$ cat src/rtl/aludec_issue_pkg.sv
// aludec_issue_pkg: shared constants for the registered ALU-control issue stage.
// Holds the EXE_*_OP alucontrol table, MIPS opcode/funct/rs/rt field values,
// the class-bit indices and the lane decode record.
package aludec_issue_pkg;

  // alucontrol codes
  localparam logic [4:0] EXE_AND_OP     = 5'b00000;
  localparam logic [4:0] EXE_OR_OP      = 5'b00001;
  localparam logic [4:0] EXE_XOR_OP     = 5'b00010;
  localparam logic [4:0] EXE_NOR_OP     = 5'b00011;
  localparam logic [4:0] EXE_LUI_OP     = 5'b00100;
  localparam logic [4:0] EXE_SLL_OP     = 5'b00101;
  localparam logic [4:0] EXE_SRL_OP     = 5'b00110;
  localparam logic [4:0] EXE_SRA_OP     = 5'b00111;
  localparam logic [4:0] EXE_SLLV_OP    = 5'b01000;
  localparam logic [4:0] EXE_SRLV_OP    = 5'b01001;
  localparam logic [4:0] EXE_SRAV_OP    = 5'b01010;
  localparam logic [4:0] EXE_MFHI_OP    = 5'b01011;
  localparam logic [4:0] EXE_MTHI_OP    = 5'b01100;
  localparam logic [4:0] EXE_MFLO_OP    = 5'b01101;
  localparam logic [4:0] EXE_MTLO_OP    = 5'b01110;
  localparam logic [4:0] EXE_SLT_OP     = 5'b01111;
  localparam logic [4:0] EXE_SLTU_OP    = 5'b10000;
  localparam logic [4:0] EXE_ADD_OP     = 5'b10001;
  localparam logic [4:0] EXE_ADDU_OP    = 5'b10010;
  localparam logic [4:0] EXE_SUB_OP     = 5'b10011;
  localparam logic [4:0] EXE_SUBU_OP    = 5'b10100;
  localparam logic [4:0] EXE_MULT_OP    = 5'b10101;
  localparam logic [4:0] EXE_OP3F_OP    = 5'b10110;
  localparam logic [4:0] EXE_MULTU_OP   = 5'b10111;
  localparam logic [4:0] EXE_DIV_OP     = 5'b11000;
  localparam logic [4:0] EXE_DIVU_OP    = 5'b11001;
  localparam logic [4:0] EXE_MTC0_OP    = 5'b11010;
  localparam logic [4:0] EXE_MFC0_OP    = 5'b11011;
  localparam logic [4:0] EXE_USELESS_OP = 5'b11111;

  // class-bit indices inside lane_dec_t.cls
  localparam int CLS_MD = 0;
  localparam int CLS_HL = 1;

  // opcodes
  localparam logic [5:0] OP_SPECIAL = 6'h00;
  localparam logic [5:0] OP_REGIMM  = 6'h01;
  localparam logic [5:0] OP_J       = 6'h02;
  localparam logic [5:0] OP_JAL     = 6'h03;
  localparam logic [5:0] OP_BEQ     = 6'h04;
  localparam logic [5:0] OP_BNE     = 6'h05;
  localparam logic [5:0] OP_BLEZ    = 6'h06;
  localparam logic [5:0] OP_BGTZ    = 6'h07;
  localparam logic [5:0] OP_ADDI    = 6'h08;
  localparam logic [5:0] OP_ADDIU   = 6'h09;
  localparam logic [5:0] OP_SLTI    = 6'h0A;
  localparam logic [5:0] OP_SLTIU   = 6'h0B;
  localparam logic [5:0] OP_ANDI    = 6'h0C;
  localparam logic [5:0] OP_ORI     = 6'h0D;
  localparam logic [5:0] OP_XORI    = 6'h0E;
  localparam logic [5:0] OP_LUI     = 6'h0F;
  localparam logic [5:0] OP_COP0    = 6'h10;
  localparam logic [5:0] OP_LB      = 6'h20;
  localparam logic [5:0] OP_LH      = 6'h21;
  localparam logic [5:0] OP_LW      = 6'h23;
  localparam logic [5:0] OP_LBU     = 6'h24;
  localparam logic [5:0] OP_LHU     = 6'h25;
  localparam logic [5:0] OP_SB      = 6'h28;
  localparam logic [5:0] OP_SH      = 6'h29;
  localparam logic [5:0] OP_SW      = 6'h2B;
  localparam logic [5:0] OP_3F      = 6'b111111;

  // SPECIAL funct codes
  localparam logic [5:0] FN_SLL     = 6'h00;
  localparam logic [5:0] FN_SRL     = 6'h02;
  localparam logic [5:0] FN_SRA     = 6'h03;
  localparam logic [5:0] FN_SLLV    = 6'h04;
  localparam logic [5:0] FN_SRLV    = 6'h06;
  localparam logic [5:0] FN_SRAV    = 6'h07;
  localparam logic [5:0] FN_JR      = 6'h08;
  localparam logic [5:0] FN_JALR    = 6'h09;
  localparam logic [5:0] FN_SYSCALL = 6'h0C;
  localparam logic [5:0] FN_BREAK   = 6'h0D;
  localparam logic [5:0] FN_MFHI    = 6'h10;
  localparam logic [5:0] FN_MTHI    = 6'h11;
  localparam logic [5:0] FN_MFLO    = 6'h12;
  localparam logic [5:0] FN_MTLO    = 6'h13;
  localparam logic [5:0] FN_MULT    = 6'h18;
  localparam logic [5:0] FN_MULTU   = 6'h19;
  localparam logic [5:0] FN_DIV     = 6'h1A;
  localparam logic [5:0] FN_DIVU    = 6'h1B;
  localparam logic [5:0] FN_ADD     = 6'h20;
  localparam logic [5:0] FN_ADDU    = 6'h21;
  localparam logic [5:0] FN_SUB     = 6'h22;
  localparam logic [5:0] FN_SUBU    = 6'h23;
  localparam logic [5:0] FN_AND     = 6'h24;
  localparam logic [5:0] FN_OR      = 6'h25;
  localparam logic [5:0] FN_XOR     = 6'h26;
  localparam logic [5:0] FN_NOR     = 6'h27;
  localparam logic [5:0] FN_SLT     = 6'h2A;
  localparam logic [5:0] FN_SLTU    = 6'h2B;
  localparam logic [5:0] FN_ERET    = 6'h18;

  // REGIMM rt and COP0 rs selectors
  localparam logic [4:0] RT_BLTZ    = 5'h00;
  localparam logic [4:0] RT_BGEZ    = 5'h01;
  localparam logic [4:0] RT_BLTZAL  = 5'h10;
  localparam logic [4:0] RT_BGEZAL  = 5'h11;
  localparam logic [4:0] RS_MF      = 5'h00;
  localparam logic [4:0] RS_MT      = 5'h04;
  localparam logic [4:0] RS_CO      = 5'h10;

  typedef struct packed {
    logic [4:0] op;
    logic [1:0] cls;
    logic       ri;
  } lane_dec_t;

  // DIV/DIVU occupy HI/LO longer than MULT/MULTU
  function automatic logic is_div_funct(input logic [5:0] f);
    return (f == FN_DIV) || (f == FN_DIVU);
  endfunction

endpackage

$ cat src/rtl/aludec_lane.sv
// aludec_lane: combinational decode of one instruction into its alucontrol
// code plus the HI/LO class bits (md, hl) and the reserved-instruction flag.
module aludec_lane #(
  parameter int CW = 5
) (
  input  logic [5:0]    op,
  input  logic [5:0]    funct,
  input  logic [4:0]    rs,
  input  logic [4:0]    rt,
  output logic [CW-1:0] alucontrol,
  output logic          md,
  output logic          hl,
  output logic          ri
);
  import aludec_issue_pkg::*;

  lane_dec_t dec;

  // table lookup: anything not listed is reserved
  always_comb begin
    dec = '{op: EXE_USELESS_OP, cls: 2'b00, ri: 1'b0};
    case (op)
      OP_SPECIAL: begin
        case (funct)
          FN_SLL:  dec.op = EXE_SLL_OP;
          FN_SRL:  dec.op = EXE_SRL_OP;
          FN_SRA:  dec.op = EXE_SRA_OP;
          FN_SLLV: dec.op = EXE_SLLV_OP;
          FN_SRLV: dec.op = EXE_SRLV_OP;
          FN_SRAV: dec.op = EXE_SRAV_OP;
          FN_JR, FN_SYSCALL, FN_BREAK: dec.op = EXE_USELESS_OP;
          FN_JALR: dec.op = EXE_ADDU_OP;
          FN_MFHI: begin dec.op = EXE_MFHI_OP; dec.cls[CLS_HL] = 1'b1; end
          FN_MTHI: begin dec.op = EXE_MTHI_OP; dec.cls[CLS_HL] = 1'b1; end
          FN_MFLO: begin dec.op = EXE_MFLO_OP; dec.cls[CLS_HL] = 1'b1; end
          FN_MTLO: begin dec.op = EXE_MTLO_OP; dec.cls[CLS_HL] = 1'b1; end
          FN_MULT: begin
            dec.op = EXE_MULT_OP;
            dec.cls[CLS_MD] = 1'b1;
            dec.cls[CLS_HL] = 1'b1;
          end
          FN_MULTU: begin
            dec.op = EXE_MULTU_OP;
            dec.cls[CLS_MD] = 1'b1;
            dec.cls[CLS_HL] = 1'b1;
          end
          FN_DIV: begin
            dec.op = EXE_DIV_OP;
            dec.cls[CLS_MD] = 1'b1;
            dec.cls[CLS_HL] = 1'b1;
          end
          FN_DIVU: begin
            dec.op = EXE_DIVU_OP;
            dec.cls[CLS_MD] = 1'b1;
            dec.cls[CLS_HL] = 1'b1;
          end
          FN_ADD:  dec.op = EXE_ADD_OP;
          FN_ADDU: dec.op = EXE_ADDU_OP;
          FN_SUB:  dec.op = EXE_SUB_OP;
          FN_SUBU: dec.op = EXE_SUBU_OP;
          FN_AND:  dec.op = EXE_AND_OP;
          FN_OR:   dec.op = EXE_OR_OP;
          FN_XOR:  dec.op = EXE_XOR_OP;
          FN_NOR:  dec.op = EXE_NOR_OP;
          FN_SLT:  dec.op = EXE_SLT_OP;
          FN_SLTU: dec.op = EXE_SLTU_OP;
          default: dec.ri = 1'b1;
        endcase
      end
      OP_REGIMM: begin
        case (rt)
          RT_BLTZ, RT_BGEZ:     dec.op = EXE_USELESS_OP;
          RT_BLTZAL, RT_BGEZAL: dec.op = EXE_ADDU_OP;
          default:              dec.ri = 1'b1;
        endcase
      end
      OP_J, OP_BEQ, OP_BNE, OP_BLEZ, OP_BGTZ: dec.op = EXE_USELESS_OP;
      OP_JAL:   dec.op = EXE_ADDU_OP;
      OP_ADDI:  dec.op = EXE_ADD_OP;
      OP_ADDIU: dec.op = EXE_ADDU_OP;
      OP_SLTI:  dec.op = EXE_SLT_OP;
      OP_SLTIU: dec.op = EXE_SLTU_OP;
      OP_ANDI:  dec.op = EXE_AND_OP;
      OP_ORI:   dec.op = EXE_OR_OP;
      OP_XORI:  dec.op = EXE_XOR_OP;
      OP_LUI:   dec.op = EXE_LUI_OP;
      OP_COP0: begin
        if (rs == RS_MT) begin
          dec.op = EXE_MTC0_OP;
        end else if (rs == RS_MF) begin
          dec.op = EXE_MFC0_OP;
        end else if (rs == RS_CO && funct == FN_ERET) begin
          dec.op = EXE_USELESS_OP;
        end else begin
          dec.ri = 1'b1;
        end
      end
      // address generation for memory ops
      OP_LB, OP_LH, OP_LW, OP_LBU, OP_LHU, OP_SB, OP_SH, OP_SW: dec.op = EXE_ADDU_OP;
      OP_3F:    dec.op = EXE_OP3F_OP;
      default:  dec.ri = 1'b1;
    endcase
  end

  assign alucontrol = CW'(dec.op);
  assign md         = dec.cls[CLS_MD];
  assign hl         = dec.cls[CLS_HL];
  assign ri         = dec.ri;

endmodule

$ cat src/rtl/aludec_issue.sv
// aludec_issue: registered multi-lane ALU-control decoder between decode and
// execute. Takes an in-order prefix of the offered lanes, holds HI/LO users
// while a MULT/DIV is still occupying HI/LO, and presents one output bundle
// under a valid/ready handshake with flush.
// Optional feature: define ALUDEC_PERF_EN to add the stall_cnt output.
module aludec_issue #(
  parameter int LANES   = 2,
  parameter int DIV_LAT = 32,
  parameter int MUL_LAT = 2,
  parameter int CW      = 5
) (
  input  logic                clk,
  input  logic                rst,
  input  logic [LANES*32-1:0] in_instr,
  input  logic [LANES-1:0]    in_valid,
  output logic [LANES-1:0]    in_take,
  input  logic                flush,
  output logic [LANES*CW-1:0] out_alucontrol,
  output logic [LANES-1:0]    out_valid,
  output logic [LANES-1:0]    out_ri,
  input  logic                out_ready,
  output logic                hilo_busy
`ifdef ALUDEC_PERF_EN
  ,
  output logic [31:0]         stall_cnt
`endif
);
  import aludec_issue_pkg::*;

  localparam logic [CW-1:0] USELESS_CW = CW'(EXE_USELESS_OP);
  localparam logic [5:0]    DIV_LAT6   = 6'(DIV_LAT);
  localparam logic [5:0]    MUL_LAT6   = 6'(MUL_LAT);

  logic [CW-1:0]       dec_code [LANES];
  logic [LANES-1:0]    dec_md;
  logic [LANES-1:0]    dec_hl;
  logic [LANES-1:0]    dec_ri;
  logic [LANES-1:0]    dec_div;

  logic                load;
  logic [LANES-1:0]    take_next;
  logic                chain_ok;
  logic                md_seen;
  logic                div_seen;
  logic [LANES*CW-1:0] alu_next;
  logic [5:0]          cnt_reg;
  logic [5:0]          cnt_next;

  // one decoder per lane; immediate/shamt bits do not affect the code
  for (genvar gi = 0; gi < LANES; gi++) begin : g_lane
    logic [31:0] word;
    logic        word_unused;
    assign word        = in_instr[32*gi +: 32];
    assign word_unused = ^word[15:6];
    assign dec_div[gi] = is_div_funct(word[5:0]);

    aludec_lane #(.CW(CW)) u_lane (
      .op         (word[31:26]),
      .funct      (word[5:0]),
      .rs         (word[25:21]),
      .rt         (word[20:16]),
      .alucontrol (dec_code[gi]),
      .md         (dec_md[gi]),
      .hl         (dec_hl[gi]),
      .ri         (dec_ri[gi])
    );
  end

  // register accepts a new bundle when empty or drained, unless flushed
  assign load = (!(|out_valid) || out_ready) && !flush;

  // in-order take chain; an hl lane waits on a busy counter or an older md
  always_comb begin
    chain_ok  = load;
    md_seen   = 1'b0;
    div_seen  = 1'b0;
    take_next = '0;
    for (int k = 0; k < LANES; k++) begin
      chain_ok     = chain_ok && in_valid[k] &&
                     !(dec_hl[k] && ((cnt_reg != 6'd0) || md_seen));
      take_next[k] = chain_ok;
      div_seen     = div_seen || (chain_ok && dec_md[k] && dec_div[k]);
      md_seen      = md_seen || (chain_ok && dec_md[k]);
    end
  end

  assign in_take = take_next;

  // codes of untaken lanes are parked at the no-op value
  always_comb begin
    alu_next = {LANES{USELESS_CW}};
    for (int k = 0; k < LANES; k++) begin
      if (take_next[k]) begin
        alu_next[k*CW +: CW] = dec_code[k];
      end
    end
  end

  // output bundle: flush clears, load replaces, otherwise hold
  always_ff @(posedge clk or posedge rst) begin
    if (rst) begin
      out_valid      <= '0;
      out_ri         <= '0;
      out_alucontrol <= {LANES{USELESS_CW}};
    end else if (flush) begin
      out_valid      <= '0;
    end else if (load) begin
      out_valid      <= take_next;
      out_ri         <= take_next & dec_ri;
      out_alucontrol <= alu_next;
    end
  end

  // HI/LO occupancy: a fresh md take reloads, else count down to zero
  always_comb begin
    cnt_next = cnt_reg;
    if (md_seen) begin
      cnt_next = div_seen ? DIV_LAT6 : MUL_LAT6;
    end else if (cnt_reg != 6'd0) begin
      cnt_next = cnt_reg - 6'd1;
    end
  end

  // counter and its registered busy flag; flush leaves both alone
  always_ff @(posedge clk or posedge rst) begin
    if (rst) begin
      cnt_reg   <= 6'd0;
      hilo_busy <= 1'b0;
    end else begin
      cnt_reg   <= cnt_next;
      hilo_busy <= (cnt_next != 6'd0);
    end
  end

`ifdef ALUDEC_PERF_EN
  // count cycles where the oldest offered instruction could not be taken
  always_ff @(posedge clk or posedge rst) begin
    if (rst) begin
      stall_cnt <= 32'd0;
    end else if (in_valid[0] && !take_next[0] && !flush &&
                 (stall_cnt != 32'hFFFF_FFFF)) begin
      stall_cnt <= stall_cnt + 32'd1;
    end
  end
`endif

endmodule

$ cat config.mk
export PLATFORM = sky130hd
export DESIGN_NAME = aludec_issue
export DESIGN_NICKNAME = d
export VERILOG_FILES = /design/src/rtl/aludec_issue_pkg.sv /design/src/rtl/aludec_lane.sv /design/src/rtl/aludec_issue.sv
export SDC_FILE = /design/constraint.sdc
export NUM_CORES = 1
export LEC_CHECK = 0
export ABC_AREA = 1
export CAP_MARGIN = 20
export CORE_ASPECT_RATIO = 1.25
export CORE_UTILIZATION = 43
export DETAILED_ROUTE_END_ITERATION = 6
export GPL_TIMING_DRIVEN = 0
export HOLD_SLACK_MARGIN = 0.02
export PLACE_DENSITY = 0.8
export SLEW_MARGIN = 20
export SYNTH_ARGS = -nofsm -noshare
export SYNTH_HDL_FRONTEND = slang
export SYNTH_SLANG_ARGS = --single-unit
$ cat constraint.sdc
create_clock -name clk -period 1.7 [get_ports clk]
set_input_delay 0.34 -clock clk [delete_from_list [all_inputs] [get_ports clk]]
set_output_delay 0.34 -clock clk [all_outputs]
set_load 0.02 [all_outputs]
==> Yosys cells after proc, flatten, opt, wreduce, memory -nomap -nowiden <==
Index checks and enable logic that the tools add are counted.
{ "totals": {"wordCells": 209, "regBits": 21} }
{ "classes": {"eq_ne": 114, "n_reduce_logical": 52, "mux": 35, "bitwise_logic": 2, "add_sub_neg": 1} }
{ "op_table": {"columns": ["operator", "n"], "rows": [
  ["5-bit case mux with 24 select lines", 2],
  ["6-bit == test (second input constant)", 38],
  ["6-bit by 4-bit == test with 1-bit output (second input constant)", 24],
  ["5-bit case mux with 12 select lines", 2],
  ["6-bit by 5-bit == test with 1-bit output (second input constant)", 18],
  ["6-bit by 3-bit == test with 1-bit output (second input constant)", 14],
  ["28-bit OR reduction", 2],
  ["6-bit by 2-bit == test with 1-bit output (second input constant)", 8],
  ["23-bit OR reduction", 2],
  ["5-bit == test (second input constant)", 6],
  ["6-bit logical NOT", 4],
  ["5-bit logical NOT", 4],
  ["5-bit two-way mux", 4],
  ["10-bit OR reduction", 2],
  ["6-bit two-way mux", 3],
  ["4-bit OR reduction", 4],
  ["8-bit OR reduction", 2],
  ["1-bit two-way mux", 14],
  ["1-bit logical AND", 13],
  ["6-bit by 1-bit == test with 1-bit output (second input constant)", 2],
  ["6-bit nonzero test", 2],
  ["5-bit by 1-bit == test with 1-bit output (second input constant)", 2],
  ["5-bit by 3-bit == test with 1-bit output (second input constant)", 2],
  ["2-bit OR reduction", 5],
  ["11 further kinds", 25]
]} }

==> Logic depth before layout (Yosys ltp) <==
{ "logic_depth": {"depth_word": 18, "ltp_mapped": 13, "mapped_depth_nobuf": 12} }

==> By module <==
Synthesis repeated with hierarchy kept, for this count alone.
{ "unflattened": {"cells_unflattened": 527, "hier_area_um2": 3016.6} }
{ "by_module_without_submodules": {"columns": ["mod", "area_per_inst_um2", "cells_per_inst", "n_inst"], "rows": [
  ["aludec_issue", 1126.1, 121, 1],
  ["aludec_lane (g_lane[1].u_lane)", 952.2, 199, 1],
  ["aludec_lane (g_lane[0].u_lane)", 938.4, 207, 1]
]} }

==> Worst setup path before layout <==
Ideal clock, no wire load.
{ "synth_timing": {"path_type": "flip-flop to output port", "start": "register out_valid[1]", "end": "output in_take[1]", "path_stages_with_launch": 9, "arrival_ns": 1.391, "path_slack_ns": -0.031, "cell_sequence": "dfrtp_1 > o21bai_2 > nand2_1 > nor2_2 > nand2_2 > nor2_2 > nand2_4 > inv_2 > buf_4"} }
{ "synth_between": {"elab_chain_cells": 11, "word_cells_on_any_way": 12, "cone_classes": "reduce/logical: 12"} }
{ "synth_rtl": {"columns": ["element", "line_no", "source"], "rows": [
  ["from (decl)", "aludec_issue.sv:19", "output logic [LANES-1:0] out_valid,"],
  ["from (signal assigned)", "aludec_issue.sv:108", "out_valid <= take_next;"],
  ["2-bit OR reduction (*)", "aludec_issue.sv:70", "assign load = (!(|out_valid) || out_ready) && !flush;"],
  ["1-bit logical NOT (*)", "aludec_issue.sv:70", null],
  ["1-bit logical OR (*)", "aludec_issue.sv:70", null],
  ["1-bit logical AND (*)", "aludec_issue.sv:70", null],
  ["1-bit logical AND (*) (2 in a row)", "aludec_issue.sv:79", "chain_ok = chain_ok && in_valid[k] &&"],
  ["1-bit logical AND", "aludec_issue.sv:83", "md_seen = md_seen || (chain_ok && dec_md[k]);"],
  ["1-bit logical OR", "aludec_issue.sv:80", "!(dec_hl[k] && ((cnt_reg != 6'd0) || md_seen));"],
  ["1-bit logical AND", "aludec_issue.sv:80", null],
  ["1-bit logical NOT", "aludec_issue.sv:80", null],
  ["1-bit logical AND (*)", "aludec_issue.sv:79", null],
  ["to (decl)", "aludec_issue.sv:16", "output logic [LANES-1:0] in_take,"]
]} }
Mark *: on every way between the ends. The rest lies on a longest branch, timed or not.

==> Worst setup path after layout <==
Ends and elaborated chain as after synthesis.

==> out/metrics.yaml <==
setup_path:
  crit_fanout: 3
  crit_type: "flop to primary output"
  worstPathRequired_ps: 1360
  setup.worst_path.start_class: "flop"
  crit_path_end_kind: "primary output"
  arrival_ps: 1660
timing:
  fin_skew_ps: 1.99
  rsz0062_at_grt: "true"
  setup_slack_ps: -304
  timing.final.crit_share_pct: 118
  hold_violations: 0
  fmax_ghz: 0.499
  fin_crit_ps: 2000
  setup_violations: 5
  relSlewSlack_pct: 47.4
  report.final.slew_viol_count: 0
  tns_ps: -778
  tightest_slew_ps: 789
layout:
  diodes: 0
  stdcell_count: 686
  n_fill_cell: 576
  largest_reg_flops: 10
  fin_nets: 674
  area_growth_pct: 45.3
  final_common_cell: "nand2_1"
  layout-drive-gt1-share_pct: 27.6
  fin_util_pct: 65.2
  finalInstanceArea_sq_um: 4050
  final_cell_mix: "121 x nand2_1, 84 x nor2_1, 53 x nand3_1"
detailed_routing:
  drt_pass1_iterations: 5
  drtIter0Drc: 180
  ant_nets: 0
  drc: 0
  viasPerCell: 5.42
  vias: 3719
  drt-total-wl_microns: 9380
  avgRoutedWirePerCell_microns: 13.7
placed_design:
  gp_congestion: 0.922
  dp_slack_ps: -1260
  place_area_sq_um: 3520
  port_buffers: 62
  dp_hpwl_microns: 6640
  placed_cells: 649
grt:
  grt_pass1_vias: 3498
  antenna_found_initial: 0
  grt_pass1_wl_microns: 14600
  track_usage_pct: 26.7
  grt_max_degree: 22
  grt-ovfl-total: 0
clock_network:
  cts_tree: "yes"
  cts_inserted_buffers: 3
  cts.sinks: 21
  root_buffer: "clkbuf_8"
  holdBufCountCts: 0
  clk_latency_ps: 260
  cts_buffer_depth: 2
  clkTransAtPathRegs_ps: 80
  h-tree-depth: 1
synthesis:
  synth_async_sr_flop_share_pct: 100
  synth.avg_cell_area_sq_um: 5.55
  synth_edf_count: 0
  synthDistinctLibCells: 33
  synthCells: 502
  ys_seq_area_share_pct: 19.3
  synth_ff_type: "dfrtp_1"
  yosys_warnings: 0
  ys_ff_latch: 21
  netlist_area_sq_um: 2790
  syn-num-nets: 574
outcome:
  status: "finished with violations"
  violations: "setup timing"
min_path:
  min_path_type: "flop to flop"
die:
  rows: 32
  core_sq_um: 6210
  die_area_sq_um: 6810
  die_h_microns: 92.0
  initial_core_util_pct: 44.9
  ios: 87
  die_w_microns: 74.0
power:
  leakage_nw: 2.00
  irDropWorstVdd_mv: 0.412
  powerDensity_nw_per_um2: 600
run:
  cap_violations: 0
cells in the mapped netlist, types with 2 or more instances:
cell | instances | share of area, %
a21oi_1 | 14 | 2.5
a21oi_2 | 6 | 1.9
a31oi_1 | 2 | 0.45
buf_4 | 4 | 1.1
dfrtp_1 | 11 | 9.9
dfstp_2 | 10 | 9.4
ha_1 | 2 | 0.90
inv_1 | 59 | 8.0
inv_2 | 11 | 1.5
nand2_1 | 130 | 18
nand2_2 | 6 | 1.3
nand2_4 | 3 | 1.2
nand3_1 | 59 | 11
nand3_2 | 5 | 1.8
nand3b_1 | 3 | 0.81
nand4_1 | 15 | 3.4
nor2_1 | 95 | 13
nor2_2 | 19 | 4.3
nor2_4 | 4 | 1.6
nor3_1 | 10 | 1.8
o211ai_1 | 2 | 0.54
o21ai_0 | 18 | 3.2
o21ai_1 | 3 | 0.54
xor2_1 | 2 | 0.63
where the power goes:
part	internal (mW)	total [mW]	switching, mW
combinational	0.603	1.37	0.764
clock	0.164	0.338	0.174
sequential	0.623	0.723	0.100
total	1.39	2.43	1.04
through the flow:
stage,hold slack (ps),power (mW)
after global routing,534,2.56
after CTS,504,2.23
after floorplan,309,1.37
final,504,2.43
after global placement,475,1.70
after detailed placement,485,1.73
layer usage:
| metal | vias up | GRT usage, % | share of wire [%] |
|---|---|---|---|
| met4 | 0 | 10.6 | 3.6 |
| li1 | 1816 | - | - |
| met3 | 36 | 1.21 | 4.7 |
| met2 | 172 | 52.7 | 54 |
| met1 | 1695 | 28.1 | 37 |
| met5 | - | 0 | 0 |
worst max-delay path, stage by stage (launching register included):
cell	delay (ps)
dfrtp_2	440
o21bai_4	150
nand2_2	90
nor2_4	120
nand3_2	100
nand2_2	80
nand2_2	70
nand2_4	70
inv_2	40
buf_6	100
buf_6	120
cell families (layout without fill, tap and decap cells):
group           count (synthesis)  count (layout)  synth area share [%]
simple gates                  353             353                  58.0
buf+inv                        75             174                  10.6
compound gates                 49              49                  10.5
flops                          21              21                  19.3
fa+ha+maj                       2               2                 0.898
xor+xnor                        2               2                 0.629
what timing repair did:
item / in CTS / in global routing
endpoints found under the hold margin: 0 / 0
pin swaps: 22 / 17
gates resized for setup: 93 / 62
endpoints found under the setup margin: 29 / 17
buffers inserted: 26 / 11
worst paths after layout:
path | from | to | slack (ps) | cells past startpoint
worst max-delay path | out_valid[1]$_DFFE_PP0P_ | in_take[1] | -300 | 10
worst min-delay path | out_ri[0]$_DFFE_PP0P_ | out_ri[0]$_DFFE_PP0P_ | 500 | 2
worst min register to register | out_ri[0]$_DFFE_PP0P_ | out_ri[0]$_DFFE_PP0P_ | 500 | 2
worst max register to register | out_valid[1]$_DFFE_PP0P_ | hilo_busy$_DFF_PP0_ | -190 | 12
min in group asynchronous | rst | cnt_reg[2]$_DFF_PP0_ | 520 | 2
max in group asynchronous | rst | out_valid[1]$_DFFE_PP0P_ | 640 | 2
layout make-up:
type / instances / area (sq um) / share of cell area, %
sequential: 21 / 539 / 13.3
multi-input combinational: 406 / 2210 / 54.7
clock inverter: 1 / 5.00 / 0.124
clock buffer: 3 / 41.3 / 1.02
buffer: 4 / 37.5 / 0.927
tap: 85 / 106 / 2.63
timing repair buffer: 95 / 833 / 20.6
inverter: 71 / 272 / 6.71
Power figures use the tool's default switching activity.
